`src/rtl/matrix_pkg.sv`:
```
// Shared constants, types and helpers for the matrix row RAM read path.
package matrix_pkg;

   localparam int DATA_W = 256;            // row width in bits
   localparam int DEPTH  = 16;             // rows in the target RAM
   localparam int ADDR_W = 5;              // RAM address width (MSB unused at DEPTH=16)
   localparam int LEN_W  = 5;              // command length width, legal 0..DEPTH
   localparam int PTR_W  = $clog2(DEPTH);  // row pointer width, wraps modulo DEPTH

   typedef logic [DATA_W-1:0] row_t;

   typedef enum logic [1:0] {
      IDLE  = 2'd0,
      RUN   = 2'd1,
      DRAIN = 2'd2
   } rd_state_e;

   // Lengths beyond the RAM depth read every row exactly once.
   function automatic logic [LEN_W-1:0] clamp_len(input logic [LEN_W-1:0] len);
      return (len > LEN_W'(DEPTH)) ? LEN_W'(DEPTH) : len;
   endfunction

endpackage

```
`src/rtl/matrix_row_fifo2.sv`:
```
// Two-entry register FIFO that absorbs the RAM read latency in front of the
// row stream. A push and a pop in the same cycle are accepted even when full.
module matrix_row_fifo2
   import matrix_pkg::*;
(
   input  logic       clk,
   input  logic       rst_n,
   input  logic       i_push,
   input  row_t       i_din,
   input  logic       i_pop,
   output row_t       o_dout,
   output logic [1:0] o_count,
   output logic       o_full,
   output logic       o_empty
);

   row_t       r_mem [2];
   logic       r_wr_ptr;
   logic       r_rd_ptr;
   logic [1:0] r_count;
   logic       w_do_pop;
   logic       w_do_push;

   assign o_full    = (r_count == 2'd2);
   assign o_empty   = (r_count == 2'd0);
   assign o_count   = r_count;
   assign o_dout    = r_mem[r_rd_ptr];
   assign w_do_pop  = i_pop && !o_empty;
   assign w_do_push = i_push && (!o_full || w_do_pop);

   // Storage: the entry under the write pointer loads on an accepted push.
   always_ff @(posedge clk or negedge rst_n) begin
      if (!rst_n) begin
         r_mem[0] <= '0;
         r_mem[1] <= '0;
      end else if (w_do_push) begin
         r_mem[r_wr_ptr] <= i_din;
      end
   end

   // Pointers and occupancy count.
   always_ff @(posedge clk or negedge rst_n) begin
      if (!rst_n) begin
         r_wr_ptr <= 1'b0;
         r_rd_ptr <= 1'b0;
         r_count  <= 2'd0;
      end else begin
         if (w_do_push) r_wr_ptr <= ~r_wr_ptr;
         if (w_do_pop)  r_rd_ptr <= ~r_rd_ptr;
         case ({w_do_push, w_do_pop})
            2'b10:   r_count <= r_count + 2'd1;
            2'b01:   r_count <= r_count - 2'd1;
            default: r_count <= r_count;
         endcase
      end
   end

endmodule

```
`src/rtl/matrix_row_reader.sv`:
```
// Read-side initiator for one port of the matrix row RAM: takes (base, len),
// issues sequential reads and streams the rows out over valid/ready.
// Optional build macro MATRIX_ROW_LAST_EN adds the m_last output.
module matrix_row_reader
   import matrix_pkg::*;
(
   input  logic              clk,
   input  logic              rst_n,
   input  logic              cmd_valid,
   output logic              cmd_ready,
   input  logic [ADDR_W-1:0] cmd_base,
   input  logic [LEN_W-1:0]  cmd_len,
   output logic [ADDR_W-1:0] ram_addr,
   output logic              ram_wen,
   output logic [DATA_W-1:0] ram_d,
   input  logic [DATA_W-1:0] ram_q,
   output logic              m_valid,
   input  logic              m_ready,
   output logic [DATA_W-1:0] m_data,
   output logic              busy,
   output logic              done
`ifdef MATRIX_ROW_LAST_EN
   ,
   output logic              m_last
`endif
);

   rd_state_e         r_state;
   rd_state_e         w_state_next;
   logic [PTR_W-1:0]  r_addr_ptr;
   logic [LEN_W-1:0]  r_rem;
   logic [ADDR_W-1:0] r_addr_hold;
   logic              r_inflight;
   logic              r_done;
   logic              w_issue;
   logic              w_done_next;
   logic              w_start;
   logic              w_pop;
   logic              w_credit_ok;
   logic              w_full;
   logic              w_empty;
   logic [1:0]        w_cnt;
   row_t              w_dout;

   assign cmd_ready = (r_state == IDLE);
   assign busy      = (r_state == RUN) || (r_state == DRAIN);
   assign done      = r_done;
   assign ram_wen   = 1'b0;
   assign ram_d     = '0;
   assign m_valid   = !w_empty;
   assign m_data    = w_dout;
   assign w_pop     = m_valid && m_ready;
   assign w_start   = cmd_ready && cmd_valid && (cmd_len != '0);

   // A row still travelling through the RAM counts against the two FIFO
   // slots; a pop in the same cycle frees one.
   assign w_credit_ok = w_pop || !(w_full || ((w_cnt == 2'd1) && r_inflight));

   // The address moves only on an issue cycle and otherwise keeps the last one.
   assign ram_addr = w_issue ? ADDR_W'(r_addr_ptr) : r_addr_hold;

   matrix_row_fifo2 u_fifo (
      .clk     (clk),
      .rst_n   (rst_n),
      .i_push  (r_inflight),
      .i_din   (ram_q),
      .i_pop   (w_pop),
      .o_dout  (w_dout),
      .o_count (w_cnt),
      .o_full  (w_full),
      .o_empty (w_empty)
   );

   // State register.
   always_ff @(posedge clk or negedge rst_n) begin
      if (!rst_n) r_state <= IDLE;
      else        r_state <= w_state_next;
   end

   // Next state, read issue and completion decode.
   always_comb begin
      w_state_next = r_state;
      w_issue      = 1'b0;
      w_done_next  = 1'b0;
      case (r_state)
         IDLE: begin
            if (cmd_valid) begin
               if (cmd_len == '0) w_done_next  = 1'b1;
               else               w_state_next = RUN;
            end
         end
         RUN: begin
            if ((r_rem != '0) && w_credit_ok) begin
               w_issue = 1'b1;
               if (r_rem == LEN_W'(1)) w_state_next = DRAIN;
            end
         end
         DRAIN: begin
            if (!r_inflight && ((w_cnt == 2'd0) || ((w_cnt == 2'd1) && w_pop))) begin
               w_state_next = IDLE;
               w_done_next  = 1'b1;
            end
         end
         default: w_state_next = IDLE;
      endcase
   end

   // Read pointer, remaining count, in-flight flag and done pulse.
   always_ff @(posedge clk or negedge rst_n) begin
      if (!rst_n) begin
         r_addr_ptr  <= '0;
         r_rem       <= '0;
         r_addr_hold <= '0;
         r_inflight  <= 1'b0;
         r_done      <= 1'b0;
      end else begin
         r_inflight <= w_issue;
         r_done     <= w_done_next;
         if (w_start) begin
            r_addr_ptr <= PTR_W'(cmd_base);
            r_rem      <= clamp_len(cmd_len);
         end else if (w_issue) begin
            r_addr_ptr  <= r_addr_ptr + PTR_W'(1);
            r_rem       <= r_rem - LEN_W'(1);
            r_addr_hold <= ram_addr;
         end
      end
   end

`ifdef MATRIX_ROW_LAST_EN
   logic [LEN_W-1:0] r_out_rem;

   // Rows still to be handed downstream for the current command.
   always_ff @(posedge clk or negedge rst_n) begin
      if (!rst_n)                         r_out_rem <= '0;
      else if (w_start)                   r_out_rem <= clamp_len(cmd_len);
      else if (w_pop && r_out_rem != '0)  r_out_rem <= r_out_rem - LEN_W'(1);
   end

   assign m_last = m_valid && (r_out_rem == LEN_W'(1));
`endif

endmodule

```
`config.mk`:
```
export PLATFORM = sky130hd
export DESIGN_NAME = matrix_row_reader
export DESIGN_NICKNAME = d
export VERILOG_FILES = /design/src/rtl/matrix_pkg.sv /design/src/rtl/matrix_row_fifo2.sv /design/src/rtl/matrix_row_reader.sv
export SDC_FILE = /design/constraint.sdc
export NUM_CORES = 1
export LEC_CHECK = 0
export ABC_AREA = 1
export CORE_AREA = 2 2 306 308
export DETAILED_ROUTE_END_ITERATION = 12
export DIE_AREA = 0 0 308 310
export DONT_BUFFER_PORTS = 1
export PLACE_DENSITY_LB_ADDON = 0.3
export SLEW_MARGIN = 20
export SYNTH_ARGS = -nofsm -noshare
export SYNTH_HDL_FRONTEND = slang
export SYNTH_SLANG_ARGS = --single-unit
```
`constraint.sdc`:
```
create_clock -name clk -period 2.3 [get_ports clk]
set_clock_uncertainty 0.15 [all_clocks]
set_input_delay 0.23 -clock clk [delete_from_list [all_inputs] [get_ports clk]]
set_output_delay 0.23 -clock clk [all_outputs]
set_load 0.01 [all_outputs]
```
==> metrics.md, run 1 <==
| Metric | Value |
|---|---|
| Outcome | finished, violations left |
| Failing checks | negative hold slack, max-slew violations, negative setup slack |
| Synth warn | 0 |
| Synth top cells by count | nand2_1 (1342), dfrtp_1 (534), inv_1 (280), o21ai_0 (274), buf_4 (257) |
| Die Ht | about 310 um |
| Die area | approximately 95000 um2 |
| Pwr dens | 1500 nW/um2 |
| Clk_lat worst skew | 660 ps |
| Total Wirelength | 92300 um |
| Post-synth ARST share | between 90% and 100% |
| Vias per cell | 4.49 |
| CTS clk-pin slew, worst paths | 60 ps |
| Static Leak | 20.1 nW |
| RSZ-0062 raised after global routing | true |
| Clock power share | ~17% |
| Int Pwr | 32.6 mW |
| Hold Buf Count CTS | roughly 270 |
| Ranking of synthesized cells by area | dfrtp_1 (51%), nand2_1 (19%), buf_4 (7.3%) |
| Gr ovfl total | 0 |
| Clock sinks | roughly 530 |
| Post-Syn Area per Cell | ~8.3 um2 |
| PortBufs | 0 |
| Die width | approximately 310 um |
| Met1 Usage GRT | 19.2% |
| TNS Setup | -17070 ps |
| Final hold violation count | between 500 and 600 |
| Pre-CTS setup slack | approximately 210 ps |
| Max Slew Vio Count | approximately 250 |
| First-pass DRT Iterations | 6 |
| Top-count cell post-synth | nand2_1 |
| Gr usage total | 15.4% |
| Seq/Total Area, Yosys | between 50% and 60% |
| Sequential share of power | between 20% and 30% |
| Post-Synthesis Cells | 3160 |
| Wire length of the first global-routing pass | ~110000 um |
| Tot Pwr | slightly below 60 mW |
| Share of layout cells above drive strength 1 | between 30% and 40% |
| Adder-cell share of the synthesized area | less than 1% |
| Routed vias | 21500 |
| Antenna viol nets, final | 0 |
| CTS tree | built |
| Max-cap check violation count | 0 |
| Met3 Use GR | 3.29% |
| Post-Synth Simple-Gate Area | just under 20% |
| Largest fanout on the critical path | 7 |
| Hold slack | -890 ps |
| Avg WL per Cell | approximately 19 um |
| Initial antenna violation count | 4 |
| GR peak layer | met2 |
| Worst r2r src | u_fifo.o_count[1] |
| # IOs | around 800 |
| Top achievable clock speed | 0.408 GHz |
| Psw | between 20 and 30 mW |
| DRC | 0 |
| Post-synthesis mux area share | 0% |
| Worst endpoint required time | between 1500 and 2000 ps |
| Iter 0 DRT Violations | about 1800 |
| H-tree Lvls | 2 |
| Synth Flop Type | dfrtp_1 |
| Worst slew margin | -75.0% |
| Cell Rows | 112 |
| Post-synthesis compound-gate area fraction | 13.2% |
| Critical path startpoint category | flip-flop |
| Cell Area, Synth | roughly 26000 um2 |
| Vias in the first global route | about 19000 |
| Setup CP Type | flip-flop to output port |
| CTS Buf Count | 60 |
| Clock Path Buffers | 3 |
| Setup-failing EPs final | between 200 and 300 |
| Min-Delay Path Class | input port to asynchronous set/reset pin |
| Sw frac | 44.1% |
| Number of distinct library cells after synthesis | 27 |
| Power share of the combinational group | ~54% |
| Final Wtd Congestion | between 0.8 and 0.9 |
| Root buf cell | clkbuf_16 |
| Layout area overhead | 48.1% |
| Fin crit share | 107% |
| Critical Path Source | u_fifo.r_rd_ptr |
| Seq. cell area | between 10000 and 15000 um2 |
| Worst Setup End Kind | output port |
| Met2 Use GR | around a quarter |
| Crit path DAT | 2070 ps |
| Actual slew at the worst max-slew pin | 2630 ps |
| Largest net degree at the start of global routing | about 540 |
| Post-synth EDFFs | 0 |
| Area of the multi-input gates | between 10000 and 15000 um2 |
| Starting Density | approximately 28% |
| #FFs+latches synth | 534 |
| Hpwl dp | ~48000 um |
| PnR worst setup slack | -154 ps |
| Worst vdd ir | 0.771 mV |
| Largest family of logic cells by synthesized area | simple AND/OR/NAND/NOR gates |
| Final net count | roughly 3800 |
| Core area | 92500 um2 |
| Largest area contributor in the netlist | dfrtp_1 |
| Post-Synth XOR/XNOR Area | less than 1% |
| Synth top area share | 50.9% |
| Period minus WS final | around 2500 ps |
| # fillers | between 8000 and 9000 |
-- cells by family after synthesis --
group	Yosys count
compound gates	526
xor+xnor	7
fa+ha+maj	10
buf+inv	710
flops	534
other cells	1
simple gates	1372
-- sequential cells by signal (all words and copies together) (netlist names) --
| register | count |
|---|---|
| r_state | 2 |
| u_fifo.r_rd_ptr | 1 |
| r_addr_ptr | 4 |
| u_fifo.o_count | 2 |
| r_rem | 5 |
| u_fifo.r_mem | 512 |
| r_addr_hold | 5 |
| done | 1 |
| u_fifo.r_wr_ptr | 1 |
| r_inflight | 1 |
-- stage by stage --
stage	utilization (%)	hold slack, ps	instance area [um2]	cells
2_1_floorplan	-	-216	27200	3416
3_3_place_gp	28.8	-205	26600	4259
3_5_place_dp	28.8	-208	26600	4259
4_1_cts	35.6	-948	33000	4681
5_1_grt	42.1	-917	38900	4788
6_report	42.1	-890	38900	4790
-- repair_timing --
item	in CTS	in global routing
resized for setup	244	1101
setup endpoints to repair	256	473
cloned	22	67
pin swaps	43	221
buffers inserted	27	48
endpoints found under the hold margin	1063	534
-- path summary, 6_finish.rpt --
check	to	slack (ps)	cells past startpoint
min in group clk	r_addr_ptr[3]	130	3
setup / recovery	m_data[104]	-150	7
hold / removal	u_fifo.r_mem[330]	-890	0
hold reg to reg	u_fifo.r_mem[496]	330	2
setup reg to reg	u_fifo.r_mem[481]	-40	13
max in group asynchronous	u_fifo.r_mem[474]	790	0
-- routing by layer --
layer	vias to the layer above	share of wire (%)
li1	10100	-
met1	10500	42
met2	789	48
met3	156	6.4
met4	2	3.5
met5	-	0.0076
-- power groups by stage --
stage               sequential (mW)  clock [mW]  combinational [mW]
finish                         17.3        9.60                31.5
global route                   17.8        10.2                33.6
CTS                            16.0        9.87                21.3
detailed placement             15.9           0                17.0
global placement               15.8           0                16.8
floorplan                      15.4           0                13.1
-- final cells by class --
cell class,count,share of cell area (%)
Antenna cell,4,0.0257
Clock inverter,13,0.466
Sequential cell,534,34.4
Clock buffer,88,4.47
Timing Repair inverter,3,0.232
Timing Repair Buffer,497,17.7
Inverter,282,2.77
Tap cell,1197,3.85
Multi-Input combinational cell,2172,36.1
-- cell usage in the layout (no fill, tap or decap), types with 7 or more instances in the layout --
master | netlist | layout
buf_12 | 0 | 57
buf_16 | 0 | 33
buf_4 | 257 | 37
buf_6 | 53 | 33
buf_8 | 0 | 14
clkbuf_1 | 97 | 16
clkbuf_16 | 0 | 111
clkbuf_8 | 0 | 11
conb_1 | 1 | 257
dfrtp_1 | 534 | 533
dlygate4sd3_1 | 0 | 273
inv_1 | 280 | 274
nand2_1 | 1342 | 690
nand2_2 | 3 | 168
nand2_4 | 0 | 477
nand2_8 | 0 | 10
nand3_1 | 14 | 11
nor2_1 | 7 | 7
o21ai_0 | 274 | 270
o21ai_1 | 30 | 30
o21ai_2 | 220 | 223
-- critical path, stage by stage (launching register included) --
cell	delay, ps
dfrtp_4	570
inv_16	110
buf_12	130
buf_12	100
buf_16	130
clkbuf_16	180
nand2_1	70
nand2_2	90
Note: power is estimated with default switching activity, not from simulation.
==> inputs of run 2 (changes only) <==
GPL_ROUTABILITY_DRIVEN = 1   (was default)
==> results of run 2 <==
Final layout, timing and power as in run 1 (identical DEF).
==> inputs of run 3 (changes only) <==
ABC_AREA = default   (was 1)
CORE_AREA = 2 2 308 310   (was 2 2 306 308)
DIE_AREA = 0 0 310 312   (was 0 0 308 310)
==> run 3 against run 2 <==
Against the previous run: the run ends with negative hold slack, negative setup slack left; largest cell class is now sequential cells; critical path depth increased by 1; largest power group unchanged; register-to-register slack got worse by 30 ps; hold slack improved by 30 ps; core utilization fell by 6.3 points; fmax fell by 5.2%; wire length fell by 25%; highest routed layer unchanged; sequential share of layout area rose by 5.8 points; combinational power decreased by 22%; synthesized cell count is 44% lower; clock power is essentially flat.
==> metrics.md, run 3 <==
| Metric | Value |
|---|---|
| Failing checks | negative hold slack, negative setup slack |
| Setup CP Type | flip-flop to output port |
| Inst Count DP | approximately 3000 |
| Largest net degree at the start of global routing | between 500 and 600 |
| Psw | ~17 mW |
| Post-Syn Area per Cell | approximately 14 um2 |
| Int Pwr | between 30 and 40 mW |
| Starting Density | a little over a quarter |
| Fin crit share | 113% |
| #FFs+latches synth | 534 |
| Seq/Total Area, Yosys | between 50 and 60% |
| CTS Buf Count | 61 |
| Max-cap check violation count | 0 |
| Max Slew Vio Count | 0 |
| Min-Delay Path Class | input port to asynchronous set/reset pin |
| H-tree Lvls | 2 |
| Root buf cell | clkbuf_16 |
| Largest fanout on the critical path | 7 |
| Clock sinks | about 530 |
| Final Instance Area | between 30000 and 40000 um2 |
| CTS clk-pin slew, worst paths | around 60 ps |
| Die area | approximately 97000 um2 |
| Die width | around 310 um |
| Commonest non-fill, non-tap cell in the layout | mux2_2 |
| Synth top area share | a little over half |
| Crit path DAT | around 2200 ps |
| Ranking of synthesized cells by area | dfrtp_1 (53%), mux2_2 (35%), buf_4 (8.4%) |
| Top flop regs | u_fifo.r_mem x512, r_addr_hold x5, r_rem x5 |
| Period minus WS final | about 2600 ps |
| Iter 0 DRT Violations | about 370 |
| Synth top cells by count | mux2_2 (773), dfrtp_1 (534), buf_4 (282), buf_2 (44), nand2_1 (25) |
| Actual slew at the worst max-slew pin | 1120 ps |
| CTS tree | built |
| Gr usage total | between 10% and 20% |
| Layout area overhead | 32.4% |
| Total Wirelength | 69000 um |
| Top reg by flops | u_fifo.r_mem |
| Synth Flop Type | dfrtp_1 |
| Initial antenna violation count | 3 |
| Gr ovfl total | 0 |
| Die Ht | around 310 um |
| Worst endpoint required time | between 1500 and 2000 ps |
| Antenna viol nets, final | 0 |
| Clock power share | a little under a fifth |
| Worst slew margin | about 25% |
| Outcome | finished, violations left |
| Hold Buf Count CTS | between 200 and 300 |
| Routed vias | about 15000 |
| Pre-CTS setup slack | 4.18 ps |
| Post-DP Area | 26200 um2 |
| First-pass DRT Iterations | 4 |
| Worst Setup End Kind | output port |
| Share of layout cells above drive strength 1 | about 48% |
| Worst vdd ir | about 0.84 mV |
| Cell Area, Synth | ~25000 um2 |
| Largest area contributor in the netlist | dfrtp_1 |
| Sequential share of power | 32.8% |
| Final hold violation count | 534 |
| Setup-failing EPs final | ~460 |
| Post-Synthesis Cells | approximately 1800 |
| RSZ-0062 raised after global routing | true |
| Vias in the first global route | ~16000 |
| Wire length of the first global-routing pass | 99500 um |
| Pwr dens | between 1500 and 2000 nW/um2 |
| Synth warn | 0 |
| Post-synth ARST share | between 90% and 100% |
| Clk_lat worst skew | 640 ps |
| Final instance count without filler cells | about 3500 |
| Avg WL per Cell | about 20 um |
| Number of flip-flops in the largest register | between 500 and 600 |
| Core area | 93000 um2 |
| Cell Rows | between 100 and 150 |
| DRC | 0 |
| Vias per cell | roughly 4.2 |
| PnR worst setup slack | -289 ps |
| Sw frac | about a third |
| PortBufs | 0 |
| Hold slack | -860 ps |
| Final Wtd Congestion | between 0.7 and 0.8 |
| Number of distinct library cells after synthesis | 38 |
| # IOs | roughly 790 |
| Hpwl dp | 42900 um |
| Post-synth EDFFs | 0 |
| Final net count | roughly 2400 |
| Critical path startpoint category | flip-flop |
| Static Leak | roughly 15 nW |
| Clock Path Buffers | 3 |
| Top-count cell post-synth | mux2_2 |
| Top achievable clock speed | 0.386 GHz |
| Power share of the combinational group | around half |
| Commonest cells after routing, fill and taps aside | mux2_2 (647), dfrtp_1 (533), dlygate4sd3_1 (272), conb_1 (257), mux2_4 (127) |
[run 3: cell count changes after synthesis, moves of 5 or more]
cell	before	now
o21ai_0	274	9
buf_2	11	44
nand3_1	14	2
buf_4	257	282
o21ai_1	30	0
a21oi_1	0	7
buf_6	53	0
xnor2_1	3	8
nand2_1	1342	25
buf_1	9	0
o21ai_2	220	0
inv_1	280	9
mux2_2	0	773
clkbuf_1	97	18
[run 3: through the flow]
step,utilization (%),TNS (ps),power (mW)
after floorplan,-,0,30.8
after global routing,35.8,-73320,53.8
after global placement,28.1,0,34.9
final,35.8,-29450,51.0
after CTS,35.2,-47280,50.6
after detailed placement,28.1,0,35.6
[run 3: repair_timing]
item / in CTS / in global routing
endpoints found under the setup margin: 295 / 492
hold endpoints to repair: 1067 / 534
pin swaps: 7 / 6
gates resized for setup: 173 / 114
buffers inserted: 41 / 21
gates cloned: 34 / 11
[run 3: logic make-up (layout without fill, tap and decap cells)]
group                      after synthesis  after routing  synth area share (%)
AOI/OAI and AO/OA                       24             24                 0.651
DFF                                    534            534                  53.1
xor gates and xnor gates                 9              9                 0.313
other                                    1            259                0.0149
buffers and inverters                  354            550                  9.74
adders and majority gates               10             10                 0.497
and+or+nand+nor                         51             51                  1.01
muxes                                  774            774                  34.7
[run 3: layout make-up]
cell class / count / area (um2)
flip-flops and latches: 534 / 13400
inverters: 10 / 50.0
clock inverters: 20 / 184
fillers: 8910 / 59700
diodes: 2 / 5.00
repair buffers: 430 / 5400
multi-input cells: 1125 / 10900
well taps: 1254 / 1570
clock buffers: 90 / 1820
[run 3: worst paths after layout]
kind                                   start                 to  slack [ps]  cells after the start
setup / recovery                    r_rem[1]        ram_addr[2]        -290                      8
hold / removal                         rst_n   u_fifo.r_mem[91]        -860                      0
setup reg to reg                    r_rem[1]         r_state[1]         -70                      9
hold reg to reg            u_fifo.r_mem[199]  u_fifo.r_mem[199]         350                      1
max in group asynchronous              rst_n  u_fifo.r_mem[150]        1950                      0
min in group clk                   ram_q[93]   u_fifo.r_mem[93]         150                      2
[run 3: worst max-delay path, cell delays in order, from the launching register on]
cell      delay, ps
dfrtp_1         390
inv_2            80
ha_4            120
or4b_4          470
o211ai_4        150
buf_12          180
inv_12           50
nand2_4          70
nand2_4          60
[run 3: power by group through the flow]
| stage | Combinational, mW | Sequential, mW | Clock [mW] |
|---|---|---|---|
| after CTS | 23.9 | 16.6 | 10.0 |
| after global placement | 18.6 | 16.3 | 0 |
| after detailed placement | 18.9 | 16.7 | 0 |
| after global routing | 26.1 | 17.3 | 10.4 |
| final | 24.6 | 16.7 | 9.62 |
| after floorplan | 14.9 | 15.9 | 0 |
[run 3: routing by layer]
layer  vias up  global-route usage (%)  wire length (um)
met1      7540                    14.8             26400
met3       133                    4.18              5000
met5         -                       0                13
met2       473                    23.4             34900
li1       6459                       -                 -
met4         2                    6.08              2650
